<file path="config.mk">
export PLATFORM = sky130hd
export DESIGN_NAME = insere_linha
export DESIGN_NICKNAME = d
export VERILOG_FILES = /design/src/rtl/insere_linha_pkg.sv /design/src/rtl/insere_linha_envelhece.sv /design/src/rtl/insere_linha.sv
export SDC_FILE = /design/constraint.sdc
export NUM_CORES = 1
export LEC_CHECK = 0
export CELL_PAD_IN_SITES_DETAIL_PLACEMENT = 1
export CELL_PAD_IN_SITES_GLOBAL_PLACEMENT = 2
export CORE_ASPECT_RATIO = 1.75
export CORE_MARGIN = 8
export CORE_UTILIZATION = 31
export CTS_CLUSTER_SIZE = 20
export DETAILED_ROUTE_END_ITERATION = 7
export PLACE_DENSITY = 0.86
export SETUP_SLACK_MARGIN = 0.02
export SLEW_MARGIN = 25
export SYNTH_ARGS = -nofsm -noshare
export SYNTH_HDL_FRONTEND = slang
export SYNTH_HIERARCHICAL = 1
export SYNTH_SLANG_ARGS = --single-unit
</file>
<file path="constraint.sdc">
create_clock -name clk -period 5.95 [get_ports clk]
set_input_delay 1.19 -clock clk [delete_from_list [all_inputs] [get_ports clk]]
set_output_delay 1.19 -clock clk [all_outputs]
set_load 0.05 [all_outputs]
</file>
<file path="src/rtl/insere_linha_pkg.sv">
// ---------------------------------------------------------------------------
// insere_linha_pkg
// Shared definitions for the time-sliced Bloom line memory insert engine.
// Holds the line geometry, the field-slice positions (also used by the
// line-aging readers), the insert FSM encoding and a small line-packing
// helper.
// ---------------------------------------------------------------------------
package insere_linha_pkg;

    // Line geometry
    localparam int DATA_WIDTH     = 72;
    localparam int NUM_BUCKETS    = 12;
    localparam int BUCKET_SZ      = 4;
    localparam int BITS_SHIFT     = 4;
    localparam int BLOOM_INIT_POS = 16;
    localparam int ADDR_WIDTH     = 10;

    // Derived widths
    localparam int LOOP_W  = BLOOM_INIT_POS - BITS_SHIFT;
    localparam int BIT_W   = $clog2(BUCKET_SZ);
    localparam int BLOOM_W = DATA_WIDTH - BLOOM_INIT_POS;
    localparam int FB      = BLOOM_W / BUCKET_SZ;
    localparam int AGE_W   = LOOP_W + BITS_SHIFT + 2;
    localparam int SH_W    = $clog2(BLOOM_W);

    // Field-slice positions inside a stored line
    localparam int BUCKET_MSB = BLOOM_INIT_POS - 1;
    localparam int BUCKET_LSB = BLOOM_INIT_POS - BITS_SHIFT;
    localparam int LOOP_MSB   = BUCKET_LSB - 1;
    localparam int LOOP_LSB   = 0;
    localparam int BLOOM_MSB  = DATA_WIDTH - 1;
    localparam int BLOOM_LSB  = BLOOM_INIT_POS;

    // Position of the newest bucket's LSB inside the bloom field
    localparam int NEWEST_LSB = BLOOM_W - BUCKET_SZ;

    // Insert FSM encoding
    typedef enum logic [1:0] {
        ST_IDLE   = 2'd0,
        ST_READ   = 2'd1,
        ST_UPDATE = 2'd2,
        ST_WRITE  = 2'd3
    } state_t;

    // Assemble a line from its bloom field and time stamp.
    function automatic logic [DATA_WIDTH-1:0] make_line(
        input logic [BLOOM_W-1:0]    bloom,
        input logic [BITS_SHIFT-1:0] bucket,
        input logic [LOOP_W-1:0]     loop
    );
        return {bloom, bucket, loop};
    endfunction

endpackage

</file>
<file path="src/rtl/insere_linha_envelhece.sv">
// ---------------------------------------------------------------------------
// linha_envelhece
// Combinational aging shifter. Given a stored line and the current time
// stamp, returns the line's bloom field advanced to that stamp: buckets older
// than the window fall off the LSB end and the vacated newest buckets are
// zero. A line whose age is negative, beyond the window, or whose stored
// bucket index is out of range yields an empty field.
//
// Ports
//   line          in   DATA_WIDTH  stored line (bloom | bucket | loop)
//   stamp_bucket  in   BITS_SHIFT  time slot to age to
//   stamp_loop    in   LOOP_W      loop to age to
//   aged          out  BLOOM_W     aged bloom field
// ---------------------------------------------------------------------------
module linha_envelhece
    import insere_linha_pkg::*;
(
    input  logic [DATA_WIDTH-1:0] line,
    input  logic [BITS_SHIFT-1:0] stamp_bucket,
    input  logic [LOOP_W-1:0]     stamp_loop,
    output logic [BLOOM_W-1:0]    aged
);

    logic [BLOOM_W-1:0]       bloom;
    logic [BITS_SHIFT-1:0]    line_bucket;
    logic [LOOP_W-1:0]        line_loop;
    logic [LOOP_W-1:0]        dl;
    logic signed [AGE_W-1:0]  age;
    logic [SH_W-1:0]          sh;
    logic                     keep;

    assign bloom       = line[BLOOM_MSB:BLOOM_LSB];
    assign line_bucket = line[BUCKET_MSB:BUCKET_LSB];
    assign line_loop   = line[LOOP_MSB:LOOP_LSB];

    always_comb begin
        // Loop difference wraps naturally in LOOP_W bits.
        dl  = stamp_loop - line_loop;
        // Widened so that dl*NUM_BUCKETS plus a bucket delta never overflows
        // and a stamp behind the line reads as negative.
        age = signed'(AGE_W'(dl) * AGE_W'(NUM_BUCKETS)
                      + AGE_W'(stamp_bucket)
                      - AGE_W'(line_bucket));

        keep = (age >= signed'(AGE_W'(0)))
            && (age <  signed'(AGE_W'(FB)))
            && (line_bucket < BITS_SHIFT'(NUM_BUCKETS));

        // Only evaluated meaningfully when keep is set (age < FB).
        sh = SH_W'($unsigned(age)) * SH_W'(BUCKET_SZ);

        aged = '0;
        if (keep) begin
            aged = bloom >> sh;
        end
    end

endmodule

</file>
<file path="src/rtl/insere_linha.sv">
// ---------------------------------------------------------------------------
// insere_linha
// Insert engine for the time-sliced Bloom line memory. Each accepted
// (address, bit) request performs one read-modify-write: the line is read,
// aged to the stamp taken at accept time, the requested bit is set in the
// newest bucket, and the line is written back stamped with that time.
// The engine also owns the time base (cur_bucket / cur_loop).
//
// State table
//   state      | meaning
//   -----------+-----------------------------------------------------------
//   ST_IDLE    | ready for a request; latches addr, bit and time stamp
//   ST_READ    | rd_req held until rd_ack; captures the line
//   ST_UPDATE  | one cycle; registers the aged + updated line
//   ST_WRITE   | wr_req held until wr_ack; done pulses with the ack
//
// Ports
//   clk, reset_n             clock, asynchronous active-low reset
//   tick                     advance time slot by one
//   in_valid/in_addr/in_bit  insert request; in_ready high while idle
//   rd_req/rd_addr           line read request, held until rd_ack
//   rd_ack/rd_data           read completion with line data
//   wr_req/wr_addr/wr_data   line write request, held until wr_ack
//   wr_ack                   write accepted
//   done                     one-cycle pulse with the accepted write
//   cur_bucket/cur_loop      current time base
// ---------------------------------------------------------------------------
module insere_linha
    import insere_linha_pkg::*;
(
    input  logic                  clk,
    input  logic                  reset_n,
    input  logic                  tick,
    input  logic                  in_valid,
    input  logic [ADDR_WIDTH-1:0] in_addr,
    input  logic [BIT_W-1:0]      in_bit,
    output logic                  in_ready,
    output logic                  rd_req,
    output logic [ADDR_WIDTH-1:0] rd_addr,
    input  logic                  rd_ack,
    input  logic [DATA_WIDTH-1:0] rd_data,
    output logic                  wr_req,
    output logic [ADDR_WIDTH-1:0] wr_addr,
    output logic [DATA_WIDTH-1:0] wr_data,
    input  logic                  wr_ack,
    output logic                  done,
    output logic [BITS_SHIFT-1:0] cur_bucket,
    output logic [LOOP_W-1:0]     cur_loop
);

    state_t                state;
    state_t                state_nxt;

    logic [ADDR_WIDTH-1:0] addr_q;
    logic [BIT_W-1:0]      bit_q;
    logic [BITS_SHIFT-1:0] stamp_bucket_q;
    logic [LOOP_W-1:0]     stamp_loop_q;
    logic [DATA_WIDTH-1:0] line_q;
    logic [DATA_WIDTH-1:0] wr_data_q;

    logic [BLOOM_W-1:0]    aged;
    logic [BLOOM_W-1:0]    bloom_new;

    // -----------------------------------------------------------------------
    // Time base
    // -----------------------------------------------------------------------
    always_ff @(posedge clk or negedge reset_n) begin
        if (!reset_n) begin
            cur_bucket <= '0;
            cur_loop   <= '0;
        end else if (tick) begin
            if (cur_bucket == BITS_SHIFT'(NUM_BUCKETS - 1)) begin
                cur_bucket <= '0;
                cur_loop   <= cur_loop + 1'b1;
            end else begin
                cur_bucket <= cur_bucket + 1'b1;
            end
        end
    end

    // -----------------------------------------------------------------------
    // Aging and update of the captured line
    // -----------------------------------------------------------------------
    linha_envelhece u_envelhece (
        .line         (line_q),
        .stamp_bucket (stamp_bucket_q),
        .stamp_loop   (stamp_loop_q),
        .aged         (aged)
    );

    always_comb begin
        bloom_new = aged | (BLOOM_W'(1) << (NEWEST_LSB + int'(bit_q)));
    end

    // -----------------------------------------------------------------------
    // State and datapath registers
    // -----------------------------------------------------------------------
    always_ff @(posedge clk or negedge reset_n) begin
        if (!reset_n) begin
            state          <= ST_IDLE;
            addr_q         <= '0;
            bit_q          <= '0;
            stamp_bucket_q <= '0;
            stamp_loop_q   <= '0;
            line_q         <= '0;
            wr_data_q      <= '0;
        end else begin
            state <= state_nxt;

            // The stamp is the time base as seen before any tick on this edge.
            if (state == ST_IDLE && in_valid) begin
                addr_q         <= in_addr;
                bit_q          <= in_bit;
                stamp_bucket_q <= cur_bucket;
                stamp_loop_q   <= cur_loop;
            end

            if (state == ST_READ && rd_ack) begin
                line_q <= rd_data;
            end

            if (state == ST_UPDATE) begin
                wr_data_q <= make_line(bloom_new, stamp_bucket_q, stamp_loop_q);
            end
        end
    end

    // -----------------------------------------------------------------------
    // Next state and handshake outputs
    // -----------------------------------------------------------------------
    always_comb begin
        state_nxt = state;
        in_ready  = 1'b0;
        rd_req    = 1'b0;
        wr_req    = 1'b0;
        done      = 1'b0;

        case (state)
            ST_IDLE: begin
                in_ready = 1'b1;
                if (in_valid) begin
                    state_nxt = ST_READ;
                end
            end
            ST_READ: begin
                rd_req = 1'b1;
                if (rd_ack) begin
                    state_nxt = ST_UPDATE;
                end
            end
            ST_UPDATE: begin
                state_nxt = ST_WRITE;
            end
            ST_WRITE: begin
                wr_req = 1'b1;
                if (wr_ack) begin
                    done      = 1'b1;
                    state_nxt = ST_IDLE;
                end
            end
            default: begin
                state_nxt = ST_IDLE;
            end
        endcase
    end

    assign rd_addr = addr_q;
    assign wr_addr = addr_q;
    assign wr_data = wr_data_q;

endmodule

</file>
==> results.json, run 1 <==
{
  "status": "completed",
  "drive_gt1_share_pct": 28.7,
  "avgViaCountPerCell": 5.30,
  "slowest_stage": "a2111oi_4",
  "crit_type": "register to register",
  "n_fill_cell": 4127,
  "critPathArrivalTime_ns": 6.19,
  "grt_util_all_layers_pct": 17.3,
  "ys.flop_type": "dfrtp_1",
  "crit_path_end_kind": "register",
  "path_max_fanout": 14,
  "drv_slew": 0,
  "grt_pass1_vias": 10388,
  "hold_path_class": "register to register",
  "finish.instance_area_um2": 15600,
  "fin_crit_sh_pct": 97.7,
  "ios": 202,
  "yosysSeqAreaShare_pct": 40.0,
  "yosysUniqueCellTypes": 83,
  "utilization_pct": 40.8,
  "cts_buffer_depth": 2,
  "h-tree-depth": 4,
  "drt-initial-drc-count": 314,
  "yosysTopAreaCell": "dfrtp_1",
  "worst_skew_pair.late_latency_ns": 0.46,
  "start_util_pct": 31.1,
  "synth_edf_count": 0,
  "fin_nets": 1445,
  "vias": 9548,
  "maxCapViolCount": 0,
  "grt_max_degree": 111,
  "routabilityCongestion": 0.838,
  "syn_inst": 1106,
  "syn2layout_area_growth_pct": 31.2,
  "tritoncts": "built",
  "fmax_ghz": 0.172,
  "r2r_slack_ns": 0.14,
  "drt_wl_total_um": 39700,
  "placed_area_um2": 14500,
  "dpl.hpwl_um": 30200,
  "die_x_um": 164,
  "first_pass_iters": 5,
  "hold_viol_final": 0,
  "finalCriticalPeriod_ns": 5.81,
  "syn-num-nets": 1246,
  "cts-root-buf": "clkbuf_16",
  "drc": 0,
  "port_buffers": 201,
  "syn_area_um2": 11900,
  "fp.coreArea_um2": 38200,
  "cpPeakStageDelay_ns": 0.43,
  "n_antenna_cell": 0,
  "yosysWarnings": 6,
  "required_ns": 6.33,
  "postRouteAntennaNets": 0,
  "worstMarginPinSlew_ns": 0.922,
  "postSynthAreaPerCell_um2": 10.7,
  "setup_viol": 0,
  "relSlewSlack_pct": 37.9,
  "die_area_um2": 45100,
  "cp-start-kind": "register",
  "cts-hold-fix-buffers": 0,
  "yosys-top-cells-area": "dfrtp_1 40%, mux2_2 18%, ha_1 4.7%",
  "grt_pass1_wl_um": 59900,
  "die_y_um": 275,
  "finClkSkew_ns": 0.0129,
  "synthArstFlopShare_pct": 100,
  "clock_sinks": 190,
  "cts_made_buffers": 17,
  "clk_pin_slew_worst_paths_ns": 0.08,
  "avgRoutedWirePerCell_um": 22.0,
  "grt-ovfl-total": 0,
  "synth_top_area_share_pct": 40.0,
  "rows": 95,
  "ys_ff_latch": 190,
  "antenna_found_initial": 0
}
## worst paths after layout
kind                                 startpoint           end  cells after the start
worst max-delay path            stamp_loop_q[1]   wr_data[68]                     26
worst min-delay path               cur_loop[11]  cur_loop[11]                      1
worst max register to register  stamp_loop_q[1]   wr_data[68]                     26
worst min register to register     cur_loop[11]  cur_loop[11]                      1
max in group asynchronous               reset_n   cur_loop[6]                      2
min in group asynchronous               reset_n    line_q[69]                      1
## repair_timing
action / in CTS / in global routing
endpoints found under the setup margin: 56 / 56
gates resized for setup: 8 / 53
setup buffers: 2 / 8
pin swaps: 5 / 16
gates cloned: 0 / 2
## area by class of cell
class	count	area [um2]	share of cell area [%]
tap	485	607	3.89
clock inverter	13	153	0.979
clock buffer	19	443	2.84
timing repair buffer	253	2480	15.9
inverter	54	208	1.33
multi-input combinational	789	6940	44.5
sequential	190	4750	30.5
## cells in the mapped netlist, drive strengths merged, types with 14 or more instances
cell / instances
nor3: 34
dfrtp: 190
o21ai: 34
mux2i: 46
nand2: 57
nor2: 81
buf: 45
clkbuf: 28
nor4: 28
inv: 53
ha: 45
xnor2: 26
mux2: 187
a21oi: 55
a21o: 14
## sequential cells by signal, indices dropped and copies added (netlist names)
register	flops
stamp_loop_q	12
line_q	72
rd_addr	10
stamp_bucket_q	4
state	2
cur_loop	12
cur_bucket	4
bit_q	2
wr_data	72
## worst max-delay path: cells and delay by family, from the launching register on
| family | cells | cell delay (ns) |
|---|---|---|
| adder cells (fa/ha/maj) | 3 | 0.74 |
| AND/OR/NAND/NOR | 5 | 0.87 |
| buffers and inverters | 5 | 0.69 |
| AO/OA/AOI/OAI | 12 | 2.74 |
| flip-flops | 1 | 0.42 |
| XOR/XNOR | 1 | 0.27 |
## metrics by stage
step | hold slack [ns] | cells | setup TNS, ns | setup WS, ns
4_1_cts | 0.513 | 1792 | 0 | 0.0206
3_3_place_gp | 0.490 | 1758 | 0 | 0.000976
5_1_grt | 0.528 | 1803 | -2.23 | -0.157
2_1_floorplan | 0.470 | 1106 | 0 | 0.369
3_5_place_dp | 0.495 | 1758 | -9.05 | -0.254
6_report | 0.506 | 1803 | 0 | 0.137
## metal layers
metal	GRT usage [%]	vias to the layer above	part of all wire, %
met2	33.2	234	57
met5	0	-	0
met3	4.01	74	4.6
met1	17.0	4834	35
li1	-	4406	-
met4	7.97	0	4.0
## cells by family after synthesis
group                      synth area share, %
AOI/OAI and AO/OA                         12.3
xor gates and xnor gates                  2.85
adders and majority gates                 5.58
buffers and inverters                     4.93
DFF                                       40.0
muxes                                     21.6
and+or+nand+nor                           12.7
## layout by cell type (no fill, tap or decap), types with 14 or more instances in the layout
cell type and n:
a21o_1 14, nor3_1 31, inv_1 49, mux2i_1 46, nor4_2 24, dfrtp_1 190
xnor2_1 19, clkdlybuf4s50_1 200, clkbuf_16 18, ha_1 34, nor2_1 76, buf_4 45
o21ai_0 32, a21oi_1 52, nand2_1 55, mux2_2 187
Power of run 1 is left out: the tool's default activity adds up to more than one toggle a clock period on the data nets, which glitch-free logic cannot reach.
==> run 2: changes to the inputs <==
--- a/config.mk
+++ b/config.mk
@@ -7,13 +7,14 @@
 export LEC_CHECK = 0
 export CELL_PAD_IN_SITES_DETAIL_PLACEMENT = 1
 export CELL_PAD_IN_SITES_GLOBAL_PLACEMENT = 2
-export CORE_ASPECT_RATIO = 1.75
+export CORE_ASPECT_RATIO = 1.1
 export CORE_MARGIN = 8
 export CORE_UTILIZATION = 31
 export CTS_CLUSTER_SIZE = 20
 export DETAILED_ROUTE_END_ITERATION = 7
+export GPL_ROUTABILITY_DRIVEN = 0
 export PLACE_DENSITY = 0.86
-export SETUP_SLACK_MARGIN = 0.02
+export SETUP_SLACK_MARGIN = 0.4
 export SLEW_MARGIN = 25
 export SYNTH_ARGS = -nofsm -noshare
 export SYNTH_HDL_FRONTEND = slang
==> run 2 against run 1 <==
Compared with the run above: utilization increased by 2.6 points; sequential cell count unchanged; register-to-register slack improved by 0.08 ns; setup slack improved by 0.081 ns; critical path depth increased by 2; fmax increased by 1.4%; die area decreased by 0.53%; cell count increased by 2.6%; clock skew increased by 0.0041 ns.
==> results.json, run 2 (synthesis gave the netlist of run 1 again) <==
{
  "status": "completed",
  "grt-ovfl-total": 0,
  "critPathArrivalTime_ns": 6.12,
  "hold_viol_final": 0,
  "cp-start-kind": "register",
  "antenna_found_initial": 1,
  "slowest_stage": "fa_2",
  "dpl.hpwl_um": 28200,
  "avgRoutedWirePerCell_um": 22.2,
  "grt_pass1_wl_um": 61800,
  "cts_buffer_depth": 2,
  "fin_ws_ns": 0.218,
  "finClkSkew_ns": 0.0169,
  "layout_commonest_cell": "clkdlybuf4s50_1",
  "first_pass_iters": 4,
  "maxCapViolCount": 0,
  "grt_util_all_layers_pct": 17.3,
  "die_y_um": 221,
  "crit_path_end_kind": "register",
  "drive_gt1_share_pct": 32.5,
  "hold_path_class": "register to register",
  "vias": 9786,
  "port_buffers": 201,
  "required_ns": 6.34,
  "drv_slew": 0,
  "worstMarginPinSlew_ns": 0.920,
  "die_area_um2": 44800,
  "clock_sinks": 190,
  "grt_pass1_vias": 10539,
  "fin_crit_sh_pct": 96.3,
  "rsz0062_at_grt": "yes",
  "setup_viol": 0,
  "drt-initial-drc-count": 408,
  "grt_max_degree": 86,
  "crit_type": "register to register",
  "die_x_um": 203,
  "finalCriticalPeriod_ns": 5.73,
  "path_max_fanout": 5,
  "drt_wl_total_um": 41100,
  "hold-worst-slack_ns": 0.508,
  "rows": 75,
  "syn2layout_area_growth_pct": 38.9,
  "cpPeakStageDelay_ns": 0.40,
  "fp.coreArea_um2": 38000,
  "avgViaCountPerCell": 5.29,
  "tritoncts": "built",
  "cts-root-buf": "clkbuf_16",
  "fin_nets": 1477,
  "utilization_pct": 43.4,
  "finish.instance_area_um2": 16500,
  "worst_skew_pair.late_latency_ns": 0.45,
  "ios": 202,
  "drc": 0,
  "cts-hold-fix-buffers": 0,
  "pre_cts_ws_ns": -0.242,
  "fmax_ghz": 0.174,
  "postRouteAntennaNets": 0,
  "start_util_pct": 31.2,
  "final_cell_mix": "200 x clkdlybuf4s50_1, 188 x dfrtp_1, 171 x mux2_2, 73 x nor2_1, 57 x buf_4",
  "placed_area_um2": 14500,
  "n_antenna_cell": 0,
  "cts_made_buffers": 17,
  "clk_pin_slew_worst_paths_ns": 0.07,
  "h-tree-depth": 4,
  "relSlewSlack_pct": 38.0
}
[run 2: cell count changes in the layout (fill, tap and decap cells not counted), sizes merged]
cell / before / now
inv: 59 / 56
bufinv: 2 / 3
buf: 51 / 79
clkbuf: 21 / 26
[run 2: per-layer routing]
| layer | routed length [um] | global-route usage, % | vias up |
|---|---|---|---|
| li1 | - | - | 4473 |
| met5 | 13 | 0 | - |
| met1 | 17300 | 21.1 | 4988 |
| met3 | 2220 | 4.37 | 63 |
| met4 | 1120 | 5.88 | 2 |
| met2 | 20400 | 29.3 | 260 |
[run 2: worst paths after layout]
| kind | end | startpoint | depth (start not counted) | slack, ns |
|---|---|---|---|---|
| min in group asynchronous | line_q[16] | reset_n | 1 | 0.77 |
| max reg2reg | wr_data[47] | stamp_loop_q[0] | 28 | 0.22 |
| max | wr_data[47] | stamp_loop_q[0] | 28 | 0.22 |
| min reg2reg | line_q[8] | line_q[8] | 1 | 0.51 |
| max in group asynchronous | wr_data[18] | reset_n | 2 | 3.87 |
| min | line_q[8] | line_q[8] | 1 | 0.51 |
[run 2: repair_timing]
action / in CTS / in global routing
pin swaps: 28 / 43
gates resized for setup: 69 / 92
cloned: 3 / 5
setup endpoints to repair: 56 / 56
buffers inserted: 19 / 21
[run 2: through the flow]
stage                     instances  setup TNS [ns]
after global routing           1849          -0.567
final                          1849               0
after floorplan                1106               0
after detailed placement       1769           -8.12
after global placement         1769               0
after CTS                      1822               0
[run 2: area by class of cell]
| type | count | area [um2] |
|---|---|---|
| clock inverters | 11 | 155 |
| repair buffers | 285 | 2900 |
| fillers | 4064 | 21500 |
| clock buffers | 20 | 457 |
| well taps | 500 | 626 |
| inverters | 54 | 208 |
| multi-input cells | 789 | 7400 |
| flip-flops and latches | 190 | 4760 |
[run 2: critical path: cells and delay by family, from the launching register on]
family,cells,cell delay [ns]
and+or+nand+nor,7,1.39
AOI/OAI and AO/OA,8,1.24
adders and majority gates,4,1.16
buffers and inverters,6,0.83
xor gates and xnor gates,2,0.52
DFF,1,0.35
muxes,1,0.19
Power of run 2 is left out for the same reason.
==> run 3: changes to the inputs <==
--- a/config.mk
+++ b/config.mk
@@ -10,7 +10,7 @@
 export CORE_ASPECT_RATIO = 1.1
 export CORE_MARGIN = 8
 export CORE_UTILIZATION = 31
-export CTS_CLUSTER_SIZE = 20
+export CTS_CLUSTER_SIZE = 28
 export DETAILED_ROUTE_END_ITERATION = 7
 export GPL_ROUTABILITY_DRIVEN = 0
 export PLACE_DENSITY = 0.86
==> results of run 3 <==
The final DEF is identical to that of run 2; final timing and power are the same.
Power of run 3 is left out for the same reason.
